**config.mk**
```make
export PLATFORM = sky130hd
export DESIGN_NAME = fram_ctrl_flat
export DESIGN_NICKNAME = d
export VERILOG_FILES = /design/src/rtl/fram_ctrl_pkg.sv /design/src/rtl/fram_ctrl_if.sv /design/src/rtl/fram_cyc_timer.sv /design/src/rtl/fram_ctrl.sv /design/src/flat_wrapper.sv
export SDC_FILE = /design/constraint.sdc
export NUM_CORES = 1
export LEC_CHECK = 0
export CAP_MARGIN = 10
export CORE_MARGIN = 3
export CORE_UTILIZATION = 42
export DETAILED_ROUTE_END_ITERATION = 6
export PLACE_DENSITY_LB_ADDON = 0.05
export SYNTH_ARGS = -nofsm -noshare
export SYNTH_HDL_FRONTEND = slang
export SYNTH_SLANG_ARGS = --single-unit
```
**constraint.sdc**
```tcl
create_clock -name clk -period 1.71 [get_ports clk]
set_clock_uncertainty 0.05 [all_clocks]
set_input_delay 0.513 -clock clk [delete_from_list [all_inputs] [get_ports clk]]
set_output_delay 0.513 -clock clk [all_outputs]
set_load 0.005 [all_outputs]
```
**src/rtl/fram_ctrl_pkg.sv**
```systemverilog
// Shared types and constants for the FM28V102A parallel F-RAM controller.
// Holds the FSM state encoding, default timing and bus widths.
package fram_ctrl_pkg;

  localparam int FRAM_AW = 16;
  localparam int FRAM_DW = 16;

  localparam int TAS_CYC_DEF = 1;
  localparam int TCA_CYC_DEF = 7;
  localparam int TPC_CYC_DEF = 6;

  typedef enum logic [2:0] {
    IDLE,
    SETUP,
    ACCESS,
    HOLD,
    PRECHARGE
  } state_t;

  function automatic int max3(input int a, input int b, input int c);
    int m;
    m = (a > b) ? a : b;
    return (m > c) ? m : c;
  endfunction

endpackage

```
**src/rtl/fram_ctrl_if.sv**
```systemverilog
// Host-side request/response bus of the F-RAM controller.
// master = requester, slave = controller.
interface fram_ctrl_if;
  import fram_ctrl_pkg::*;

  logic               req_valid;
  logic               req_ready;
  logic               req_we;
  logic [FRAM_AW-1:0] req_addr;
  logic [FRAM_DW-1:0] req_wdata;
  logic [1:0]         req_be;
  logic               rsp_valid;
  logic [FRAM_DW-1:0] rsp_rdata;

  modport master (
    output req_valid, req_we, req_addr, req_wdata, req_be,
    input  req_ready, rsp_valid, rsp_rdata
  );

  modport slave (
    input  req_valid, req_we, req_addr, req_wdata, req_be,
    output req_ready, rsp_valid, rsp_rdata
  );

endinterface

```
**src/rtl/fram_cyc_timer.sv**
```systemverilog
// Loadable down-counter shared by all timed controller states.
// A load of (n-1) keeps done low for n-1 cycles, so the owning state lasts n cycles.
module fram_cyc_timer #(
  parameter int W = 3
) (
  input  logic         clk,
  input  logic         rst,
  input  logic         load,
  input  logic [W-1:0] load_val,
  output logic         done
);

  logic [W-1:0] count_reg;

  always_ff @(posedge clk) begin
    if (rst) begin
      count_reg <= '0;
    end else if (load) begin
      count_reg <= load_val;
    end else if (count_reg != '0) begin
      count_reg <= count_reg - W'(1);
    end
  end

  assign done = (count_reg == '0);

endmodule

```
**src/rtl/fram_ctrl.sv**
```systemverilog
// Host-side controller for the 64Kx16 FM28V102A F-RAM: one valid/ready request
// becomes one timed CE/WE/OE bus cycle; all device pins come straight from flops.
module fram_ctrl
  import fram_ctrl_pkg::*;
#(
  parameter int TAS_CYC = TAS_CYC_DEF,
  parameter int TCA_CYC = TCA_CYC_DEF,
  parameter int TPC_CYC = TPC_CYC_DEF
) (
  input  logic               clk,
  input  logic               rst,
  fram_ctrl_if.slave         bus,
  output logic               fram_ce_n,
  output logic               fram_we_n,
  output logic               fram_oe_n,
  output logic               fram_ub_n,
  output logic               fram_lb_n,
  output logic [FRAM_AW-1:0] fram_addr,
  output logic [FRAM_DW-1:0] fram_dq_o,
  output logic               fram_dq_oe,
  input  logic [FRAM_DW-1:0] fram_dq_i
);

  localparam int CW = $clog2(max3(TAS_CYC, TCA_CYC, TPC_CYC) + 1);

  state_t             state_reg, state_next;
  logic               tmr_load;
  logic [CW-1:0]      tmr_val;
  logic               tmr_done;

  logic               op_we_reg;
  logic [1:0]         op_be_reg;
  logic               ce_n_reg, we_n_reg, oe_n_reg, ub_n_reg, lb_n_reg;
  logic               dq_oe_reg;
  logic [FRAM_AW-1:0] addr_reg;
  logic [FRAM_DW-1:0] dq_o_reg;
  logic               rsp_valid_reg;
  logic [FRAM_DW-1:0] rsp_rdata_reg;

  fram_cyc_timer #(.W(CW)) u_timer (
    .clk      (clk),
    .rst      (rst),
    .load     (tmr_load),
    .load_val (tmr_val),
    .done     (tmr_done)
  );

  always_ff @(posedge clk) begin
    if (rst) begin
      state_reg <= IDLE;
    end else begin
      state_reg <= state_next;
    end
  end

  always_comb begin
    state_next = state_reg;
    tmr_load   = 1'b0;
    tmr_val    = '0;
    case (state_reg)
      IDLE: begin
        if (bus.req_valid) begin
          state_next = SETUP;
          tmr_load   = 1'b1;
          tmr_val    = CW'(TAS_CYC - 1);
        end
      end
      SETUP: begin
        if (tmr_done) begin
          state_next = ACCESS;
          tmr_load   = 1'b1;
          tmr_val    = CW'(TCA_CYC - 1);
        end
      end
      ACCESS: begin
        if (tmr_done) begin
          state_next = HOLD;
        end
      end
      HOLD: begin
        state_next = PRECHARGE;
        tmr_load   = 1'b1;
        tmr_val    = CW'(TPC_CYC - 1);
      end
      PRECHARGE: begin
        if (tmr_done) begin
          state_next = IDLE;
        end
      end
      default: state_next = IDLE;
    endcase
  end

  // Pin registers change on the same edges as the state, so each pin value
  // appears exactly in the cycles of the state it belongs to.
  always_ff @(posedge clk) begin
    if (rst) begin
      op_we_reg     <= 1'b0;
      op_be_reg     <= 2'b00;
      ce_n_reg      <= 1'b1;
      we_n_reg      <= 1'b1;
      oe_n_reg      <= 1'b1;
      ub_n_reg      <= 1'b1;
      lb_n_reg      <= 1'b1;
      dq_oe_reg     <= 1'b0;
      addr_reg      <= '0;
      dq_o_reg      <= '0;
      rsp_valid_reg <= 1'b0;
      rsp_rdata_reg <= '0;
    end else begin
      rsp_valid_reg <= 1'b0;
      case (state_reg)
        IDLE: begin
          if (bus.req_valid) begin
            op_we_reg <= bus.req_we;
            op_be_reg <= bus.req_be;
            addr_reg  <= bus.req_addr;
            dq_oe_reg <= bus.req_we;
            if (bus.req_we) begin
              dq_o_reg <= bus.req_wdata;
            end
          end
        end
        SETUP: begin
          if (tmr_done) begin
            ce_n_reg <= 1'b0;
            we_n_reg <= ~op_we_reg;
            oe_n_reg <= op_we_reg;
            ub_n_reg <= op_we_reg ? ~op_be_reg[1] : 1'b0;
            lb_n_reg <= op_we_reg ? ~op_be_reg[0] : 1'b0;
          end
        end
        ACCESS: begin
          if (tmr_done) begin
            ce_n_reg      <= 1'b1;
            we_n_reg      <= 1'b1;
            oe_n_reg      <= 1'b1;
            rsp_valid_reg <= 1'b1;
            if (!op_we_reg) begin
              rsp_rdata_reg <= fram_dq_i;
            end
          end
        end
        HOLD: begin
          dq_oe_reg <= 1'b0;
          ub_n_reg  <= 1'b1;
          lb_n_reg  <= 1'b1;
        end
        default: ;
      endcase
    end
  end

  assign bus.req_ready = (state_reg == IDLE);
  assign bus.rsp_valid = rsp_valid_reg;
  assign bus.rsp_rdata = rsp_rdata_reg;
  assign fram_ce_n     = ce_n_reg;
  assign fram_we_n     = we_n_reg;
  assign fram_oe_n     = oe_n_reg;
  assign fram_ub_n     = ub_n_reg;
  assign fram_lb_n     = lb_n_reg;
  assign fram_addr     = addr_reg;
  assign fram_dq_o     = dq_o_reg;
  assign fram_dq_oe    = dq_oe_reg;

endmodule

```
**src/flat_wrapper.sv**
```systemverilog
// flat-port wrapper written by rule: the top's interface ports become plain ports
module fram_ctrl_flat import fram_ctrl_pkg::*;
#(
  parameter int TAS_CYC = TAS_CYC_DEF,
  parameter int TCA_CYC = TCA_CYC_DEF,
  parameter int TPC_CYC = TPC_CYC_DEF
)
  (clk, rst, fram_ce_n, fram_we_n, fram_oe_n, fram_ub_n, fram_lb_n, fram_addr, fram_dq_o, fram_dq_oe, fram_dq_i, bus_req_valid, bus_req_we, bus_req_addr, bus_req_wdata, bus_req_be, bus_req_ready, bus_rsp_valid, bus_rsp_rdata);
  fram_ctrl_if bus_i ();
  input  logic clk;
  input  logic rst;
  output logic fram_ce_n;
  output logic fram_we_n;
  output logic fram_oe_n;
  output logic fram_ub_n;
  output logic fram_lb_n;
  output logic [FRAM_AW-1:0] fram_addr;
  output logic [FRAM_DW-1:0] fram_dq_o;
  output logic fram_dq_oe;
  input  logic [FRAM_DW-1:0] fram_dq_i;
  input wire logic [$bits(bus_i.req_valid)-1:0] bus_req_valid;
  input wire logic [$bits(bus_i.req_we)-1:0] bus_req_we;
  input wire logic [$bits(bus_i.req_addr)-1:0] bus_req_addr;
  input wire logic [$bits(bus_i.req_wdata)-1:0] bus_req_wdata;
  input wire logic [$bits(bus_i.req_be)-1:0] bus_req_be;
  output wire logic [$bits(bus_i.req_ready)-1:0] bus_req_ready;
  output wire logic [$bits(bus_i.rsp_valid)-1:0] bus_rsp_valid;
  output wire logic [$bits(bus_i.rsp_rdata)-1:0] bus_rsp_rdata;
  assign bus_i.req_valid = bus_req_valid;
  assign bus_i.req_we = bus_req_we;
  assign bus_i.req_addr = bus_req_addr;
  assign bus_i.req_wdata = bus_req_wdata;
  assign bus_i.req_be = bus_req_be;
  assign bus_req_ready = bus_i.req_ready;
  assign bus_rsp_valid = bus_i.rsp_valid;
  assign bus_rsp_rdata = bus_i.rsp_rdata;
  fram_ctrl #(.TAS_CYC(TAS_CYC), .TCA_CYC(TCA_CYC), .TPC_CYC(TPC_CYC)) u_core (.clk(clk), .rst(rst), .bus(bus_i), .fram_ce_n(fram_ce_n), .fram_we_n(fram_we_n), .fram_oe_n(fram_oe_n), .fram_ub_n(fram_ub_n), .fram_lb_n(fram_lb_n), .fram_addr(fram_addr), .fram_dq_o(fram_dq_o), .fram_dq_oe(fram_dq_oe), .fram_dq_i(fram_dq_i));
endmodule
```
==> impl_metrics.ini, run 1 <==
[synth]
synth.ff_latch_count = 64
synth_seq_area_share = 0.4921
synth_top_flop_cell = dfxtp_1
ys.warnings.count = 0
synth_cell_type_count = 36
synth_edf_count = 0
synth_area_um2 = 2604
syn_nets = 370
syn_avg_cell_area_um2 = 8.292
syn_inst = 314
synthArstFlopShare = 0

[floorplanning]
core_um2 = 5956
die_h_um = 84.74
die-area_um2 = 7180
fp.dieW_um = 84.74
rows = 28
start_util = 0.4372
io_pins = 110

[worst_setup_path]
cp.required_ps = 1150
arrival_ps = 1100
worstPathMaxFanout = 3
end_kind = output pin
r2r-start = u_core.u_timer.count_reg[0]
reg2reg_depth = 5
crit_type = reg2out
start_kind = register
startpoint = u_core.state_reg[1]

[placement]
place_congestion = 0.7657
port_buffers = 109
placed_area_um2 = 3807
hpwl_um = 4780

[routing]
vias = 2687
wl_met1_um = 3294
wirelength_um = 7474
drtAntennaViolNets = 0
wl_per_cell_um = 14.65
wl_met2_um = 3428
drc_errors = 0
drt-initial-drc-count = 132
via_per_inst = 5.269
top_layer_used = met4
firstDrtPassIters = 4
dr_wl_met3_um = 650

[timing]
setup_viol = 0
min_period_over_period = 0.9741
fin_crit_ps = 1666
rsz0062_at_grt = no
worst_slew_pin_slew_ps = 447.8
hold_viol = 0
fmax_mhz = 600.3
maxSlewHeadroom = 0.6937
drv_slew = 0

[cells_and_area]
final_cell_mix = dfxtp_1, a21oi_1, dlygate4sd2_1
diodes = 0
fillers = 533
final_area_um2 = 4110
post-route-util = 0.6901
final_common_cell = dfxtp_1
synthToLayoutAreaGrowth_pct = 57.86
drive_above_1_share = 0.1310
multi_input_area_um2 = 1195
fin_nets = 486
register_area_um2 = 1289

[hold_path]
hold_depth = 2
hp-class = reg2reg
hp-start = u_core.fram_addr[2]

[power_and_ir_drop]
peakVddDrop_mv = 1.046
power.density_nw_per_um2 = 1320
p_leak_nw = 1.711
power_mw = 5.425

[global_routing]
first_global_vias = 2379
grt_pass1_wl_um = 11520
grt_max_degree = 38
grt_overflow_total = 0
grtUsageTotal = 0.2000
grt_antenna_before_repair = 0

[cts]
cts-buffers-inserted = 9
path_clk_slew_ps = 70
insertion_delay_ps = 340
cts_root_buf = clkbuf_8
cts_tree = built
cts_buffer_depth = 2
cts_sinks = 64
htree_levels = 3

[status]
outcome = complete, no violations

[flow_run]
drv_cap = 0
==> logic make-up (layout without fill, tap and decap cells) <==
kind of cell | Yosys count | count (layout) | synth area share
AND/OR/NAND/NOR | 109 | 109 | 0.2148
flip-flops | 64 | 64 | 0.4921
AO/OA/AOI/OAI | 108 | 108 | 0.2225
adder cells (fa/ha/maj) | 2 | 2 | 0.009609
buffers and inverters | 31 | 152 | 0.06102
==> timing repair <==
action / in CTS / in global routing
setup endpoints to repair: 63 / 26
gates cloned: 0 / 4
buffers inserted: 0 / 0
resized for setup: 65 / 13
hold buffers: 0 / 0
pin swaps: 0 / 2
==> critical path, cell delays in order, from the launching register on <==
cell and delay [ps]:
dfxtp_1 350, nor3_1 160, dlygate4sd2_1 260
==> where the power goes <==
part	internal [mW]	total, mW	switching, mW
clock network	1.01	1.59	0.577
registers	1.74	1.89	0.145
logic	0.978	1.95	0.973
==> cells in the mapped netlist (3+ instances only) <==
library cell | instances | area, um2
nor2_1 | 7 | 26.28
nand2_1 | 41 | 153.9
a21oi_1 | 57 | 285.3
nand2b_1 | 3 | 18.77
nor2b_1 | 6 | 37.54
a2111oi_0 | 3 | 26.28
buf_6 | 3 | 33.78
dfxtp_1 | 64 | 1281
o21ai_1 | 9 | 45.04
inv_1 | 3 | 11.26
buf_4 | 3 | 22.52
nor3_1 | 5 | 25.02
nand3_1 | 35 | 175.2
buf_2 | 7 | 35.03
o21ai_0 | 30 | 150.1
clkbuf_1 | 13 | 48.80
==> cell type report <==
cell class | instances | share of cell area
Sequential cell | 64 | 0.3135
Timing Repair Buffer | 132 | 0.3096
Multi-Input combinational cell | 219 | 0.2907
Clock buffer | 11 | 0.03440
Clock inverter | 5 | 0.02527
Tap cell | 75 | 0.02283
Inverter | 4 | 0.003653
==> path summary, 6_finish.rpt <==
check,to,slack [ps]
worst max register to register,u_core.fram_lb_n,130
worst min register to register,u_core.fram_addr[2],400
worst max-delay path,bus_req_ready,40
worst min-delay path,u_core.fram_addr[2],400
==> metrics by stage <==
stage / hold slack [ps] / setup WS [ps] / std cells / TNS, ps
6_report: 402.0 / 44.27 / 510 / 0
5_1_grt: 414.2 / 4.008 / 510 / 0
4_1_cts: 402.3 / 3.211 / 506 / 0
3_5_place_dp: 395.3 / -411.1 / 490 / -12320
3_3_place_gp: 391.4 / -378.3 / 490 / -11790
2_1_floorplan: 381.1 / 139.2 / 314 / 0
==> layer usage <==
metal  track usage  vias up
met3       0.08047       12
met1        0.2546     1236
met2        0.3046       96
met4       0.07626        0
met5             0        -
li1              -     1343
Power figures use the tool's default switching activity.
==> run 2: changes to the inputs <==
- CELL_PAD_IN_SITES_DETAIL_PLACEMENT: default -> 0
- CELL_PAD_IN_SITES_GLOBAL_PLACEMENT: default -> 2
- CORE_MARGIN: 3 -> default
- CORE_UTILIZATION: 42 -> 23
- REMOVE_ABC_BUFFERS: default -> 1
==> impl_metrics.ini, run 2 (same netlist as run 1, synthesis figures left out) <==
[cts]
cts_tree = built
ctsHoldBuffers = 0
cts_buffer_depth = 2
cts_root_buf = clkbuf_16
cts_sinks = 64
insertion_delay_ps = 320
cts-buffers-inserted = 9
htree_levels = 3
path_clk_slew_ps = 50

[power_and_ir_drop]
p_leak_nw = 1.801
peakVddDrop_mv = 0.5967
power.density_nw_per_um2 = 1383
power_mw = 6.111

[worst_setup_path]
cp.required_ps = 1150
max_stage_delay_ps = 490
end_kind = output pin
start_kind = register
worstPathMaxFanout = 1
crit_type = reg2out
path_delay_family = buffers and inverters
r2r-start = u_core.state_reg[0]
worstPathBufferInverterCount = 1
slowest_stage = clkdlybuf4s50_1
r2r-end = u_core.fram_dq_o[7]
crit_chain = clkdlybuf4s50_1
reg2reg_depth = 5
rrSetupSlack_ps = 40
arrival_ps = 1110

[timing]
worst_slew_pin_slew_ps = 440.7
drv_slew = 0
rsz0062_at_grt = yes
maxSlewHeadroom = 0.7054
hold_viol = 0
fin_crit_ps = 1672
setup_tns_ps = 0
setup_viol = 0
min_period_over_period = 0.9776
hold_ws_ps = 398.2
worst_slack_ps = 38.24
fmax_mhz = 598.2

[cells_and_area]
drive_above_1_share = 0.1705
diodes = 0
final_area_um2 = 4419
final_common_cell = a21oi_1
final_cell_mix = a21oi_1, dlygate4sd2_1, dfxtp_1
instances_no_fill = 580
post-route-util = 0.4041
fin_nets = 491
synthToLayoutAreaGrowth_pct = 69.73

[placement]
place_congestion = 0.6936
hpwl_um = 5349
dp_cells = 558
place_ws_ps = -416.5
port_buffers = 109
placed_area_um2 = 3949

[routing]
wl_per_cell_um = 14.97
drc_errors = 0
firstDrtPassIters = 4
drtAntennaViolNets = 0
drt-initial-drc-count = 86
via_per_inst = 4.566
wirelength_um = 8684
vias = 2648

[floorplanning]
start_util = 0.2381
core_um2 = 10940
rows = 38
io_pins = 110
die_h_um = 108.4
fp.dieW_um = 108.4
die-area_um2 = 11750

[hold_path]
hp-start = u_core.fram_dq_oe
hold_depth = 2
hold_path_end = u_core.fram_dq_oe
hp-class = reg2reg

[global_routing]
first_global_vias = 2550
grt_overflow_total = 0
grtUsageTotal = 0.1497
grt_max_degree = 36
grt_pass1_wl_um = 13290
grt_antenna_before_repair = 0

[status]
outcome = complete, no violations

[flow_run]
drv_cap = 0
-- run 2: cell count changes in the layout (fill, tap and decap cells not counted), sizes merged --
cell	delta
buf	+6
bufinv	-1
clkbuf	-1
clkdlybuf4s15	+1
clkdlybuf4s50	+1
clkinvlp	+1
dlygate4sd2	-2
-- run 2: report_power, final --
group / switching (mW) / internal (mW)
sequential: 0.155 / 1.75
combinational: 1.09 / 1.15
clock: 0.680 / 1.28
total: 1.93 / 4.18
-- run 2: layout make-up --
type / instances / area, um2
Fill cell: 1161 / 6516
Sequential cell: 64 / 1294
Clock buffer: 11 / 232.7
Multi-Input combinational cell: 219 / 1229
Inverter: 4 / 15.01
Timing Repair Buffer: 137 / 1393
Clock inverter: 5 / 81.33
Tap cell: 140 / 175.2
-- run 2: how the worst max path moves through the flow --
| stage | startpoint | endpoint | slack, ps | depth (start not counted) |
|---|---|---|---|---|
| final | u_core.bus.rsp_valid | bus_rsp_valid | 40 | 1 |
| after global placement | bus_req_valid | u_core.fram_dq_o[15] | -390 | 5 |
| after CTS | u_core.state_reg[0] | bus_req_ready | -20 | 2 |
| after floorplan | u_core.state_reg[1] | u_core.fram_dq_o[0] | -190 | 3 |
| after global routing | u_core.state_reg[0] | u_core.fram_dq_o[2] | -60 | 5 |
| after detailed placement | bus_req_valid | u_core.fram_dq_o[4] | -420 | 5 |
-- run 2: metal layers --
layer / track usage / routed length (um) / vias to the layer above
met5: 0 / 0 / -
met4: 0.04054 / 85 / 0
met3: 0.06088 / 710 / 8
met2: 0.2342 / 3972 / 77
met1: 0.1891 / 3915 / 1210
li1: - / - / 1353
-- run 2: timing repair --
action                                  CTS  global route
endpoints found under the setup margin   71            16
gates cloned                              3             2
buffers inserted                          0             1
endpoints found under the hold margin     0             0
pin swaps                                 1             4
gates resized for setup                  68            30
